$ cat src/rtl/change_dispenser.sv
// Greedy change dispenser: pays an amount in notes then coins via req/ack, tracking stock per denomination.
// Optional CHANGE_DISPENSER_TIMEOUT_EN aborts a payout when an item is not acked within TIMEOUT_CYCLES.
module change_dispenser #(
    parameter int AMOUNT_W       = 6,
    parameter int COUNT_W        = 5,
    parameter int COIN_VAL       = 2,
    parameter int NOTE_VAL       = 10,
    parameter int NOTE_INIT      = 10,
    parameter int COIN_INIT      = 20,
    parameter int TIMEOUT_CYCLES = 16
) (
    input  logic                clock,
    input  logic                reset,
    input  logic                start,
    input  logic [AMOUNT_W-1:0] amount,
    input  logic                refill,
    input  logic [COUNT_W-1:0]  note_load,
    input  logic [COUNT_W-1:0]  coin_load,
    input  logic                item_ack,
    output logic                busy,
    output logic                note_req,
    output logic                coin_req,
    output logic                done,
    output logic                error,
    output logic [AMOUNT_W-1:0] remaining,
    output logic [COUNT_W-1:0]  note_stock,
    output logic [COUNT_W-1:0]  coin_stock
);

    localparam logic [AMOUNT_W-1:0] NOTE_V = AMOUNT_W'(NOTE_VAL);
    localparam logic [AMOUNT_W-1:0] COIN_V = AMOUNT_W'(COIN_VAL);
    localparam logic [COUNT_W-1:0]  NOTE_S = COUNT_W'(NOTE_INIT);
    localparam logic [COUNT_W-1:0]  COIN_S = COUNT_W'(COIN_INIT);

    if (COIN_VAL <= 0 || COIN_VAL >= NOTE_VAL || NOTE_VAL >= (1 << AMOUNT_W) || TIMEOUT_CYCLES < 1)
    begin : g_param_check
        $error("change_dispenser: illegal parameter combination");
    end

    typedef enum logic [2:0] {
        IDLE,
        SELECT,
        NOTE_WAIT,
        COIN_WAIT,
        DONE
    } state_t;

    state_t              state, state_nxt;
    logic [AMOUNT_W-1:0] remaining_nxt;
    logic [COUNT_W-1:0]  note_stock_nxt, coin_stock_nxt;
    logic                error_nxt;

`ifdef CHANGE_DISPENSER_TIMEOUT_EN
    localparam int TW = $clog2(TIMEOUT_CYCLES + 1);
    localparam logic [TW-1:0] WAIT_LAST = TW'(TIMEOUT_CYCLES - 1);
    logic [TW-1:0] wait_cnt, wait_cnt_nxt;
`endif

    always_comb begin
        state_nxt      = state;
        remaining_nxt  = remaining;
        note_stock_nxt = note_stock;
        coin_stock_nxt = coin_stock;
        error_nxt      = 1'b0;
`ifdef CHANGE_DISPENSER_TIMEOUT_EN
        wait_cnt_nxt   = '0;
`endif
        case (state)
            IDLE: begin
                if (refill) begin
                    note_stock_nxt = note_load;
                    coin_stock_nxt = coin_load;
                end
                if (start) begin
                    remaining_nxt = amount;
                    state_nxt     = SELECT;
                end
            end
            SELECT: begin
                if (remaining == '0) begin
                    state_nxt = DONE;
                end else if (remaining >= NOTE_V && note_stock != '0) begin
                    state_nxt = NOTE_WAIT;
                end else if (remaining >= COIN_V && coin_stock != '0) begin
                    state_nxt = COIN_WAIT;
                end else begin
                    state_nxt = DONE;
                    error_nxt = 1'b1;
                end
            end
            NOTE_WAIT: begin
                if (item_ack) begin
                    remaining_nxt  = remaining - NOTE_V;
                    note_stock_nxt = note_stock - 1'b1;
                    state_nxt      = SELECT;
                end
            end
            COIN_WAIT: begin
                if (item_ack) begin
                    remaining_nxt  = remaining - COIN_V;
                    coin_stock_nxt = coin_stock - 1'b1;
                    state_nxt      = SELECT;
                end
            end
            DONE:    state_nxt = IDLE;
            default: state_nxt = IDLE;
        endcase
`ifdef CHANGE_DISPENSER_TIMEOUT_EN
        // An ack on the expiry cycle is handled above and takes priority.
        if ((state == NOTE_WAIT || state == COIN_WAIT) && !item_ack) begin
            if (wait_cnt == WAIT_LAST) begin
                state_nxt = DONE;
                error_nxt = 1'b1;
            end else begin
                wait_cnt_nxt = wait_cnt + 1'b1;
            end
        end
`endif
    end

    // Outputs are registered from the next-state decode so req/done/busy align with the state.
    always_ff @(posedge clock) begin
        if (reset) begin
            state      <= IDLE;
            busy       <= 1'b0;
            note_req   <= 1'b0;
            coin_req   <= 1'b0;
            done       <= 1'b0;
            error      <= 1'b0;
            remaining  <= '0;
            note_stock <= NOTE_S;
            coin_stock <= COIN_S;
        end else begin
            state      <= state_nxt;
            busy       <= (state_nxt != IDLE);
            note_req   <= (state_nxt == NOTE_WAIT);
            coin_req   <= (state_nxt == COIN_WAIT);
            done       <= (state_nxt == DONE);
            error      <= error_nxt;
            remaining  <= remaining_nxt;
            note_stock <= note_stock_nxt;
            coin_stock <= coin_stock_nxt;
        end
    end

`ifdef CHANGE_DISPENSER_TIMEOUT_EN
    always_ff @(posedge clock) begin
        if (reset) begin
            wait_cnt <= '0;
        end else begin
            wait_cnt <= wait_cnt_nxt;
        end
    end
`endif

endmodule

$ cat config.mk
export PLATFORM = sky130hd
export DESIGN_NAME = change_dispenser
export DESIGN_NICKNAME = d
export VERILOG_FILES = /design/src/rtl/change_dispenser.sv
export SDC_FILE = /design/constraint.sdc
export NUM_CORES = 1
export LEC_CHECK = 0
export ABC_AREA = 1
export CAP_MARGIN = 20
export CORE_UTILIZATION = 44
export DETAILED_ROUTE_END_ITERATION = 8
export DONT_BUFFER_PORTS = 1
export SLEW_MARGIN = 40
export SYNTH_ARGS = -nofsm -noshare
export SYNTH_HDL_FRONTEND = slang
export SYNTH_SLANG_ARGS = --single-unit
$ cat constraint.sdc
create_clock -name clock -period 1.3 [get_ports clock]
set_input_delay 0.26 -clock clock [delete_from_list [all_inputs] [get_ports clock]]
set_output_delay 0.26 -clock clock [all_outputs]
set_load 0.1 [all_outputs]
; Yosys cells after proc, flatten, opt, wreduce, memory -nomap -nowiden
; Index checks and enable logic that the tools add are counted.
[op_classes]
eq_ne = 10
n_mux = 17
reduce_logical = 15
order_cmp = 2
bitwise_logic = 1
n_addsub = 4
[ops]
columns = op, count
row1 = 5-bit two-way mux, 4
row2 = 5-bit one-hot mux with 2 select lines, 2
row3 = 6-bit two-way mux, 3
row4 = 6-bit one-hot mux with 3 select lines, 1
row5 = 3-bit two-way mux, 5
row6 = 3-bit by 2-bit equality test with 1-bit output (second input constant), 4
row7 = 5-bit nonzero test, 2
row8 = 5-bit by 1-bit subtractor with 5-bit output (second input constant), 2
row9 = 3-bit one-hot mux with 3 select lines, 1
row10 = 2-bit inequality test (second input constant), 4
row11 = 6-bit by 2-bit >= comparator with 1-bit output (second input constant), 1
row12 = 6-bit by 4-bit >= comparator with 1-bit output (second input constant), 1
row13 = 6-bit logical NOT, 1
row14 = 3-bit AND reduction, 2
row15 = 3-bit nonzero test, 2
row16 = 6-bit by 2-bit subtractor with 6-bit output (second input constant), 1
row17 = 6-bit by 4-bit subtractor with 6-bit output (second input constant), 1
row18 = 4-bit AND reduction, 1
row19 = 2-bit nonzero test, 2
row20 = 4-bit OR reduction, 1
row21 = 3-bit by 1-bit equality test with 1-bit output (second input constant), 1
row22 = 3-bit equality test (second input constant), 1
row23 = 3-bit logical NOT, 1
row24 = 1-bit logical AND, 2
row25 = other kinds (3), 3
[word_totals]
elab_cells = 58
register_bits = 24
inputBits = 21
output_inout_bits = 21

; Logic depth before layout (Yosys ltp)
; Gate-level depths: netlist (run 1).
[logic_depth]
depth_word = 7
depth_mapped = 10
depth_no_buf = 10

; Worst setup path before layout (run 1)
; OpenSTA, ideal clock, no wires.
[synth_timing]
kind = register -> register
startpoint = reg remaining[1]
endpoint = reg remaining[5]
arrival_ns = 1.959
slack_ns = -0.768
required_time_ns = 1.191
path_stages_with_launch = 9
n_path_buf = 0
period_less_slack_ns = 2.068
path_cell_list = dfxtp_1 inv_1 ha_1 nor2_1 o21ai_0 nand3_1 nand4_1 nand2_1 inv_1
[synth_between]
elab_chain_cells = 3
[synth_lines]
columns = item, line
row1 = "start, declared", 25  ; output logic [AMOUNT_W-1:0] remaining,
row2 = "start signal, assigned", 140  ; remaining <= remaining_nxt;
row3 = 6-bit by 2-bit subtractor with 6-bit output or 6-bit by 4-bit subtractor with 6-bit output (tied branches), "100, 93"
row4 = 6-bit two-way mux (on tied branches), "99, 92"
row5 = 6-bit one-hot mux with 3 select lines (*), 68  ; case (state)
; Mark *: on every way between the ends. The rest lies on a longest branch, timed or not. The select of a mux whose other input is x is not followed.
; A chain may end at the register's enable or synchronous reset.

; Worst setup path after layout (run 1)
[layout_timing]
startpoint = reg remaining[3]
endpoint = out remaining[3]
; No word-level cell between the ends.

==> results.sh, run 1 <==
export IMPL_post_route_util_pct=68.7
export IMPL_ys_warn_count=0
export IMPL_finalHoldViolCount=0
export IMPL_min_to="coin_stock[4]"
export IMPL_holdCritStartpoint="coin_load[4]"
export IMPL_min_period_ns=1.31
export IMPL_core_area_um2=2880
export IMPL_drt_wirelength_per_cell_um=12.3
export IMPL_yosysTopAreaCell="dfxtp_1"
export IMPL_cts_htree_levels=1
export IMPL_antenna_found_initial=0
export IMPL_synth_seq_cells=24
export IMPL_cap_violations=0
export IMPL_clkSinkCount=24
export IMPL_worst_slack_ns=-0.00841
export IMPL_detail_route_iter0_violations=92
export IMPL_cts_made_buffers=3
export IMPL_synthTopCellsByCount="nand2_1, inv_1, nor2_1"
export IMPL_fin_skew_ns=0.00536
export IMPL_power_leakage_nw=0.903
export IMPL_violations="setup timing"
export IMPL_rr_startpoint="state[1]"
export IMPL_power_per_cell_area_nw_per_um2=2140
export IMPL_track_usage_pct=21.6
export IMPL_synth_edf_count=0
export IMPL_status="finished, violations left"
export IMPL_num_vias=1461
export IMPL_layout_cells_non_filler=290
export IMPL_cts_tree="done"
export IMPL_globalRouteOverflowTotal=0
export IMPL_clock_root_buffer="clkbuf_4"
export IMPL_stdcell_area_um2=1980
export IMPL_clockBufferDepth=2
export IMPL_async_flop_share_pct=0
export IMPL_finalWeightedCongestion=0.854
export IMPL_crit_family="flip-flops"
export IMPL_die_y_um=58.1
export IMPL_drcViolationCount=0
export IMPL_grt_pass1_wl_mm=5.59
export IMPL_holdPathStages=2
export IMPL_synth_top_area_share_pct=34.7
export IMPL_grt_pass1_vias=1314
export IMPL_synth_area_per_cell_um2=6.60
export IMPL_crit_path_start_kind="flop"
export IMPL_seq_area_frac_synth_pct=34.7
export IMPL_finalWirelength_mm=3.56
export IMPL_fin_crit_sh_pct=101
export IMPL_firstDrtPassIters=4
export IMPL_worst_ir_drop_vdd_uv=1080
export IMPL_regToRegEndpoint="remaining[1]"
export IMPL_fp_row_count=19
export IMPL_worst_hold_path_type="in2reg"
export IMPL_crit_arrival_ns=1.05
export IMPL_yosysMostFrequentCell="nand2_1"
export IMPL_cpPeakStageDelay_ns=0.42
export IMPL_r2r_cells=6
export IMPL_syn_to_final_growth_pct=42.6
export IMPL_clk_insertion_delay_late_ns=0.32
export IMPL_crit_path_cell_trace="buf_4"
export IMPL_dp_slack_ns=-0.0208
export IMPL_worst_slew_pin_slew_ns=0.312
export IMPL_avgViaCountPerCell=5.04
export IMPL_portBuffers=0
export IMPL_diodes=0
export IMPL_setup_violations=1
export IMPL_syn_num_nets=237
export IMPL_grt_start_max_net_pins=20
export IMPL_fin_nets=276
export IMPL_start_util_pct=48.2
export IMPL_end_kind="output pin"
export IMPL_fill_cells=246
export IMPL_synthTopCellsByArea="dfxtp_1, nand2_1, inv_1, nor2_1, o21ai_0"
export IMPL_synth_cell_type_count=25
export IMPL_slowest_stage="dfxtp_4"
export IMPL_layout_drive_gt1_share_pct=41.1
export IMPL_syn_area_um2=1390
export IMPL_finalPower_w=0.00423
export IMPL_ys_flop_type="dfxtp_1"
export IMPL_multi_input_area_um2=910
export IMPL_fmax_ghz=0.764
export IMPL_regArea_um2=539
export IMPL_die_w_um=58.1
export IMPL_die_area_um2=3380
export IMPL_rrSetupSlack_ns=0.03
export IMPL_drv_slew=0
export IMPL_slew_headroom_pct=79.2
export IMPL_placed_cells=281
export IMPL_path_buf_inv=1
export IMPL_detailed_place_hpwl_mm=2.55
export IMPL_io_pins=42
export IMPL_ant_nets=0
export IMPL_critPathMaxFanout=6
export IMPL_path_class="reg2out"
export IMPL_clk_pin_slew_ns=0.13
export IMPL_dpl_cell_area_um2=1780
export IMPL_grt_setup_unrepaired="true"
export IMPL_timing_critical_path_required_ns=1.04
export IMPL_syn_inst=210
metrics by stage:
stage                     setup TNS [ns]  hold WS (ns)
after global routing              -0.324         0.123
after detailed placement         -0.0208         0.325
after CTS                        -0.0140         0.106
final                           -0.00841         0.110
after global placement                 0         0.321
after floorplan                   -0.590         0.319
per-layer routing:
layer  share of wire, %  global-route usage (%)
met1                 43                    28.8
met2                 48                    35.3
met3                7.6                    3.57
met4                1.3                    7.14
met5                  0                       0
repair_timing:
action,in CTS,in global routing
setup endpoints to repair,5,25
hold buffers,1,0
gates resized for setup,3,29
buffers inserted,0,4
pin swaps,0,5
hold endpoints to repair,1,0
where the power goes:
| group | internal [W] | total, W | leakage (nW) | switching (W) |
|---|---|---|---|---|
| clock | 0.000235 | 0.000473 | 0.0261 | 0.000238 |
| sequential | 0.000946 | 0.00111 | 0.206 | 0.000162 |
| combinational | 0.000747 | 0.00265 | 0.671 | 0.00190 |
| total | 0.00193 | 0.00423 | 0.903 | 0.00230 |
placed cells by master, fill, tap and decap left out, types with 7 or more instances in the layout:
cell	count
nor2_1	22
inv_2	7
nand2_1	40
dfxtp_4	14
nand2_2	8
inv_1	22
o21ai_0	15
buf_4	32
a21oi_1	8
nand3_1	14
area by class of cell:
cell class | instances | area share (%)
flip-flops and latches | 24 | 27.3
repair buffers | 37 | 14.9
clock buffers | 4 | 2.41
well taps | 42 | 2.66
multi-input cells | 150 | 46.0
inverters | 33 | 6.65
sequential cells by signal, summed over array words and instances, names as in the netlist:
name / flops
coin_req: 1
error: 1
note_req: 1
coin_stock: 5
remaining: 6
done: 1
state: 3
busy: 1
note_stock: 5
cells by family after synthesis:
group	after synthesis	synth area share (%)
and+or+nand+nor	104	32.2
AOI/OAI and AO/OA	38	15.9
buffers and inverters	36	10.6
DFF	24	34.7
adders and majority gates	6	5.42
xor gates and xnor gates	2	1.26
how the worst max path moves through the flow:
stage	from	endpoint	cells after the start
floorplan	remaining[2]	busy	10
global placement	state[0]	coin_stock[4]	6
detailed placement	remaining[2]	remaining[5]	9
CTS	state[1]	coin_stock[3]	8
global route	state[1]	remaining[3]	8
finish	remaining[3]	remaining[3]	1
Note: power is estimated with default switching activity, not from simulation.
==> run 2: changes to the inputs <==
SKIP_LAST_GASP = 1   (was default)
==> run 2 against run 1 <==
Against the previous run:
- the run still ends with setup timing left
- register-to-register slack barely moved
- wire length fell by 0.20%
- critical path type unchanged
- final area is 0.13% lower
==> results.sh, run 2 (synthesized netlist as in run 1, its figures left out) <==
export IMPL_status="finished, violations left"
export IMPL_violations="setup timing"
export IMPL_diodes=0
export IMPL_switching_power_w=0.00230
export IMPL_p_sw_share_pct=54.4
export IMPL_path_class="reg2out"
export IMPL_slew_headroom_pct=79.2
export IMPL_firstDrtPassIters=4
export IMPL_worst_slack_ns=-0.00782
export IMPL_p_int_w=0.00193
export IMPL_grt_pass1_vias=1314
export IMPL_placed_cells=281
export IMPL_fp_row_count=19
export IMPL_gr_usage_met2_pct=35.3
export IMPL_detailed_place_hpwl_mm=2.55
export IMPL_reg_top3="remaining: 6 flops, coin_stock: 5 flops, note_stock: 5 flops"
export IMPL_grt_pass1_wl_mm=5.59
export IMPL_p_comb_share_pct=62.6
export IMPL_fmax_ghz=0.765
export IMPL_seq_power_share_pct=26.2
export IMPL_cap_violations=0
export IMPL_num_vias=1457
export IMPL_finalWeightedCongestion=0.854
export IMPL_detail_route_iter0_violations=76
export IMPL_layout_common_cells="nand2_1, buf_4, inv_1, nor2_1, o21ai_0"
export IMPL_drv_slew=0
export IMPL_clock_root_buffer="clkbuf_4"
export IMPL_rrSetupSlack_ns=0.02
export IMPL_cts_htree_levels=1
export IMPL_track_usage_pct=21.6
export IMPL_fill_cells=245
export IMPL_syn_to_final_growth_pct=42.5
export IMPL_slowest_stage="dfxtp_4"
export IMPL_core_area_um2=2880
export IMPL_crit_family="flip-flops"
export IMPL_crit_path_cell_trace="buf_4"
export IMPL_post_route_util_pct=68.6
export IMPL_fin_nets=276
export IMPL_clkPwrFrac_pct=11.2
export IMPL_grt_setup_unrepaired="true"
export IMPL_clk_insertion_delay_late_ns=0.32
export IMPL_fin_crit_sh_pct=101
export IMPL_whs_ns=0.110
export IMPL_cpPeakStageDelay_ns=0.42
export IMPL_finalWirelength_mm=3.56
export IMPL_use_met3_pct=3.57
export IMPL_grt_start_max_net_pins=20
export IMPL_die_w_um=58.1
export IMPL_globalRouteOverflowTotal=0
export IMPL_portBuffers=0
export IMPL_cts_tree="done"
export IMPL_critPathMaxFanout=6
export IMPL_worst_hold_path_type="in2reg"
export IMPL_die_y_um=58.1
export IMPL_antenna_found_initial=0
export IMPL_dpl_cell_area_um2=1780
export IMPL_power_leakage_nw=0.904
export IMPL_clk_pin_slew_ns=0.13
export IMPL_worst_slew_pin_slew_ns=0.312
export IMPL_min_period_ns=1.31
export IMPL_drcViolationCount=0
export IMPL_power_per_cell_area_nw_per_um2=2140
export IMPL_grt_busiest_layer="met2"
export IMPL_crit_arrival_ns=1.05
export IMPL_end_kind="output pin"
export IMPL_path_buf_inv=1
export IMPL_largest_register_ffs=6
export IMPL_layout_cells_non_filler=290
export IMPL_grt_use_met1_pct=28.8
export IMPL_finalHoldViolCount=0
export IMPL_crit_path_start_kind="flop"
export IMPL_stdcell_area_um2=1970
export IMPL_cts_made_buffers=3
export IMPL_mostFrequentLayoutCell="nand2_1"
export IMPL_clkSinkCount=24
export IMPL_worst_ir_drop_vdd_uv=1080
export IMPL_start_util_pct=48.2
export IMPL_layout_drive_gt1_share_pct=40.7
export IMPL_clockBufferDepth=2
export IMPL_timing_critical_path_required_ns=1.04
export IMPL_drt_wirelength_per_cell_um=12.3
export IMPL_fin_skew_ns=0.00518
export IMPL_avgViaCountPerCell=5.02
export IMPL_setup_violations=1
export IMPL_io_pins=42
export IMPL_top_register="remaining"
export IMPL_ant_nets=0
export IMPL_die_area_um2=3380
-- run 2: cell count changes in the layout (fill, tap and decap cells not counted) --
cell / change
nand2_1: +1
nand2_2: -1
-- run 2: final timing paths --
check / start / to / cells after the start
worst max-delay path: remaining[3] / remaining[3] / 1
worst min-delay path: coin_load[4] / coin_stock[4] / 2
worst max register to register: state[1] / remaining[1] / 6
worst min register to register: remaining[0] / remaining[0] / 2
-- run 2: through the flow --
| step | power (W) | setup TNS, ns | worst slack, ns |
|---|---|---|---|
| 2_1_floorplan | 0.00300 | -0.590 | -0.112 |
| 3_3_place_gp | 0.00349 | 0 | 0.0125 |
| 3_5_place_dp | 0.00353 | -0.0208 | -0.0208 |
| 4_1_cts | 0.00403 | -0.0140 | -0.0140 |
| 5_1_grt | 0.00448 | -0.330 | -0.0678 |
| 6_report | 0.00423 | -0.00782 | -0.00782 |
-- run 2: per-layer routing --
metal  share of wire (%)  vias up
li1                    -      747
met2                  48       58
met1                  44      647
met5                   0        -
met3                 7.2        5
met4                 1.3        0
-- run 2: power by group through the flow --
stage / clock [W] / sequential [W] / combinational [W]
after floorplan: 0 / 0.00212 / 0.000878
after global placement: 0 / 0.00109 / 0.00240
after detailed placement: 0 / 0.00110 / 0.00243
after CTS: 0.000490 / 0.00109 / 0.00245
after global routing: 0.000512 / 0.00113 / 0.00283
final: 0.000472 / 0.00111 / 0.00264
-- run 2: final cells by class --
cell class | instances | area (µm²) | share of cell area [%]
sequential | 24 | 539 | 27.3
timing repair buffer | 37 | 295 | 15.0
tap | 42 | 52.6 | 2.66
clock buffer | 4 | 47.5 | 2.41
multi-input combinational | 150 | 907 | 46.0
inverter | 33 | 131 | 6.66
-- run 2: what timing repair did --
item | 4_1_cts | 5_1_grt
hold endpoints to repair | 1 | 0
setup endpoints to repair | 5 | 25
setup buffers | 0 | 4
hold buffers | 1 | 0
resized for setup | 3 | 28
pin swaps | 0 | 5
-- run 2: worst register-to-register path: cells and delay by family (launching register included) --
family | cells | cell delay (ns)
buffers and inverters | 1 | 0.08
AO/OA/AOI/OAI | 2 | 0.19
flip-flops | 1 | 0.37
AND/OR/NAND/NOR | 3 | 0.53
==> run 3: changes to the inputs <==
ABC_AREA = default   (was 1)
==> run 3 against run 2 <==
Against the previous run:
- the flow finishes with violations (hold timing, setup timing)
- non-clock buffer count is 34 higher
- cell count is 1.4% lower
- global-route usage is 4.4 points higher
- die area is 4.0% higher
- clock skew is 0.0047 ns higher
==> results.sh, run 3 <==
export IMPL_yosysTopAreaCell="dfxtp_1"
export IMPL_ys_flop_type="dfxtp_1"
export IMPL_portBuffers=0
export IMPL_whs_ns=-0.0516
export IMPL_cts_made_buffers=3
export IMPL_crit_path_cell_trace="or4b_4 -> buf_6 -> o21ai_4 -> a21oi_2 -> a211oi_2"
export IMPL_antenna_found_initial=0
export IMPL_synth_edf_count=0
export IMPL_synth_area_per_cell_um2=8.24
export IMPL_cts_htree_levels=1
export IMPL_drcViolationCount=0
export IMPL_layout_common_cells="buf_4, buf_6, a21oi_1"
export IMPL_synthTopCellsByCount="dfxtp_1, a21oi_1, inv_1"
export IMPL_fill_cells=187
export IMPL_rr_startpoint="state[2]"
export IMPL_cap_violations=0
export IMPL_finalWirelength_mm=4.70
export IMPL_rrSetupSlack_ns=-0.26
export IMPL_finalWeightedCongestion=0.789
export IMPL_timing_critical_path_required_ns=1.56
export IMPL_post_route_util_pct=82.8
export IMPL_regToRegEndpoint="remaining[1]"
export IMPL_crit_arrival_ns=1.82
export IMPL_clkSinkCount=24
export IMPL_slowest_stage="or4b_4"
export IMPL_fp_row_count=20
export IMPL_ys_warn_count=0
export IMPL_r2r_cells=5
export IMPL_setup_violations=24
export IMPL_detail_route_iter0_violations=90
export IMPL_grt_pass1_wl_mm=6.84
export IMPL_num_vias=1615
export IMPL_crit_path_start_kind="flop"
export IMPL_die_area_um2=3510
export IMPL_fin_crit_sh_pct=120
export IMPL_worst_hold_path_type="in2reg"
export IMPL_syn_num_nets=202
export IMPL_end_kind="flop"
export IMPL_seq_area_frac_synth_pct=33.3
export IMPL_firstDrtPassIters=4
export IMPL_ant_nets=0
export IMPL_reg_top3="remaining: 6 flops, coin_stock: 5 flops, note_stock: 5 flops"
export IMPL_worst_slew_pin_slew_ns=0.356
export IMPL_critPathMaxFanout=4
export IMPL_synth_top_area_share_pct=33.3
export IMPL_clk_pin_slew_ns=0.16
export IMPL_clk_insertion_delay_late_ns=0.34
export IMPL_detailed_place_hpwl_mm=3.01
export IMPL_avgViaCountPerCell=5.65
export IMPL_holdPathStages=1
export IMPL_track_usage_pct=26.0
export IMPL_path_class="reg2reg"
export IMPL_globalRouteOverflowTotal=0
export IMPL_yosysMostFrequentCell="dfxtp_1"
export IMPL_async_flop_share_pct=0
export IMPL_die_y_um=59.3
export IMPL_grt_pass1_vias=1481
export IMPL_drt_wirelength_per_cell_um=16.4
export IMPL_status="finished, violations left"
export IMPL_top_register="remaining"
export IMPL_die_w_um=59.3
export IMPL_synth_seq_cells=24
export IMPL_fin_skew_ns=0.00984
export IMPL_min_to="remaining[0]"
export IMPL_syn_area_um2=1440
export IMPL_diodes=0
export IMPL_grt_setup_unrepaired="true"
export IMPL_core_area_um2=3080
export IMPL_largest_register_ffs=6
export IMPL_drv_slew=0
export IMPL_finalHoldViolCount=19
export IMPL_fin_nets=270
export IMPL_power_per_cell_area_nw_per_um2=2040
export IMPL_path_buf_inv=1
export IMPL_dp_slack_ns=-0.195
export IMPL_start_util_pct=46.9
export IMPL_clockBufferDepth=2
export IMPL_clock_root_buffer="clkbuf_4"
export IMPL_layout_drive_gt1_share_pct=59.9
export IMPL_cts_tree="done"
export IMPL_grt_start_max_net_pins=26
export IMPL_worst_slack_ns=-0.255
export IMPL_cpPeakStageDelay_ns=0.58
export IMPL_fmax_ghz=0.643
export IMPL_io_pins=42
export IMPL_synthTopCellsByArea="dfxtp_1, a21oi_1, ha_1, a211oi_1, o21ai_0"
export IMPL_mostFrequentLayoutCell="buf_4"
export IMPL_holdCritStartpoint="reset"
export IMPL_power_leakage_nw=1.02
export IMPL_worst_ir_drop_vdd_uv=1360
export IMPL_finalPower_w=0.00520
export IMPL_slew_headroom_pct=76.1
export IMPL_syn_inst=175
export IMPL_syn_to_final_growth_pct=76.8
export IMPL_crit_family="simple AND/OR/NAND/NOR gates"
export IMPL_violations="hold timing, setup timing"
export IMPL_synth_cell_type_count=47
export IMPL_min_period_ns=1.56
## run 3: logic make-up (layout without fill, tap and decap cells)
| group | Yosys count | count (layout) | synth area share (%) |
|---|---|---|---|
| buffers and inverters | 22 | 89 | 6.24 |
| adder cells (fa/ha/maj) | 7 | 7 | 5.90 |
| AO/OA/AOI/OAI | 61 | 61 | 27.6 |
| multiplexers | 3 | 3 | 2.17 |
| XOR/XNOR | 1 | 1 | 0.607 |
| AND/OR/NAND/NOR | 57 | 57 | 24.2 |
| flip-flops | 24 | 24 | 33.3 |
## run 3: power breakdown
| group | internal [W] | switching, W | total, W |
|---|---|---|---|
| Combinational | 0.00150 | 0.00208 | 0.00358 |
| Clock | 0.000236 | 0.000273 | 0.000509 |
| Sequential | 0.000934 | 0.000177 | 0.00111 |
| Total | 0.00267 | 0.00253 | 0.00520 |
## run 3: how the worst max path moves through the flow
stage | from | to | slack (ns) | cells after the start
finish | state[2] | remaining[1] | -0.26 | 5
global route | note_stock[0] | state[0] | -0.26 | 6
CTS | remaining[1] | remaining[5] | -0.20 | 7
detailed placement | state[0] | coin_stock[4] | -0.19 | 5
global placement | state[0] | remaining[5] | -0.19 | 4
floorplan | note_stock[1] | coin_req | -0.28 | 6
## run 3: what timing repair did
item	in CTS	in global routing
setup endpoints to repair	31	36
buffers inserted	4	13
endpoints found under the hold margin	18	20
gates resized for setup	40	46
pin swaps	22	25
## run 3: cell type report
type,instances,area (µm²),area share [%]
multi-input combinational,129,1130,44.2
timing repair buffer,71,726,28.5
sequential,24,529,20.8
inverter,14,65.1,2.55
tap,44,55.1,2.16
clock buffer,4,47.5,1.86
## run 3: through the flow
stage | TNS [ns] | instance area, µm² | hold slack (ns) | std cells
after floorplan | -2.35 | 1630 | 0.404 | 175
after global placement | -1.80 | 2050 | 0.326 | 267
after detailed placement | -2.22 | 2050 | 0.325 | 267
after CTS | -2.79 | 2280 | -0.0383 | 275
after global routing | -4.39 | 2550 | -0.0657 | 286
final | -3.04 | 2550 | -0.0516 | 286
## run 3: routing by layer
layer	wire length, µm	vias to the layer above	GRT usage, %
met5	0	-	0
met4	69	0	8.84
met3	281	6	5.68
met2	2250	50	40.6
met1	2100	777	35.2
li1	-	782	-
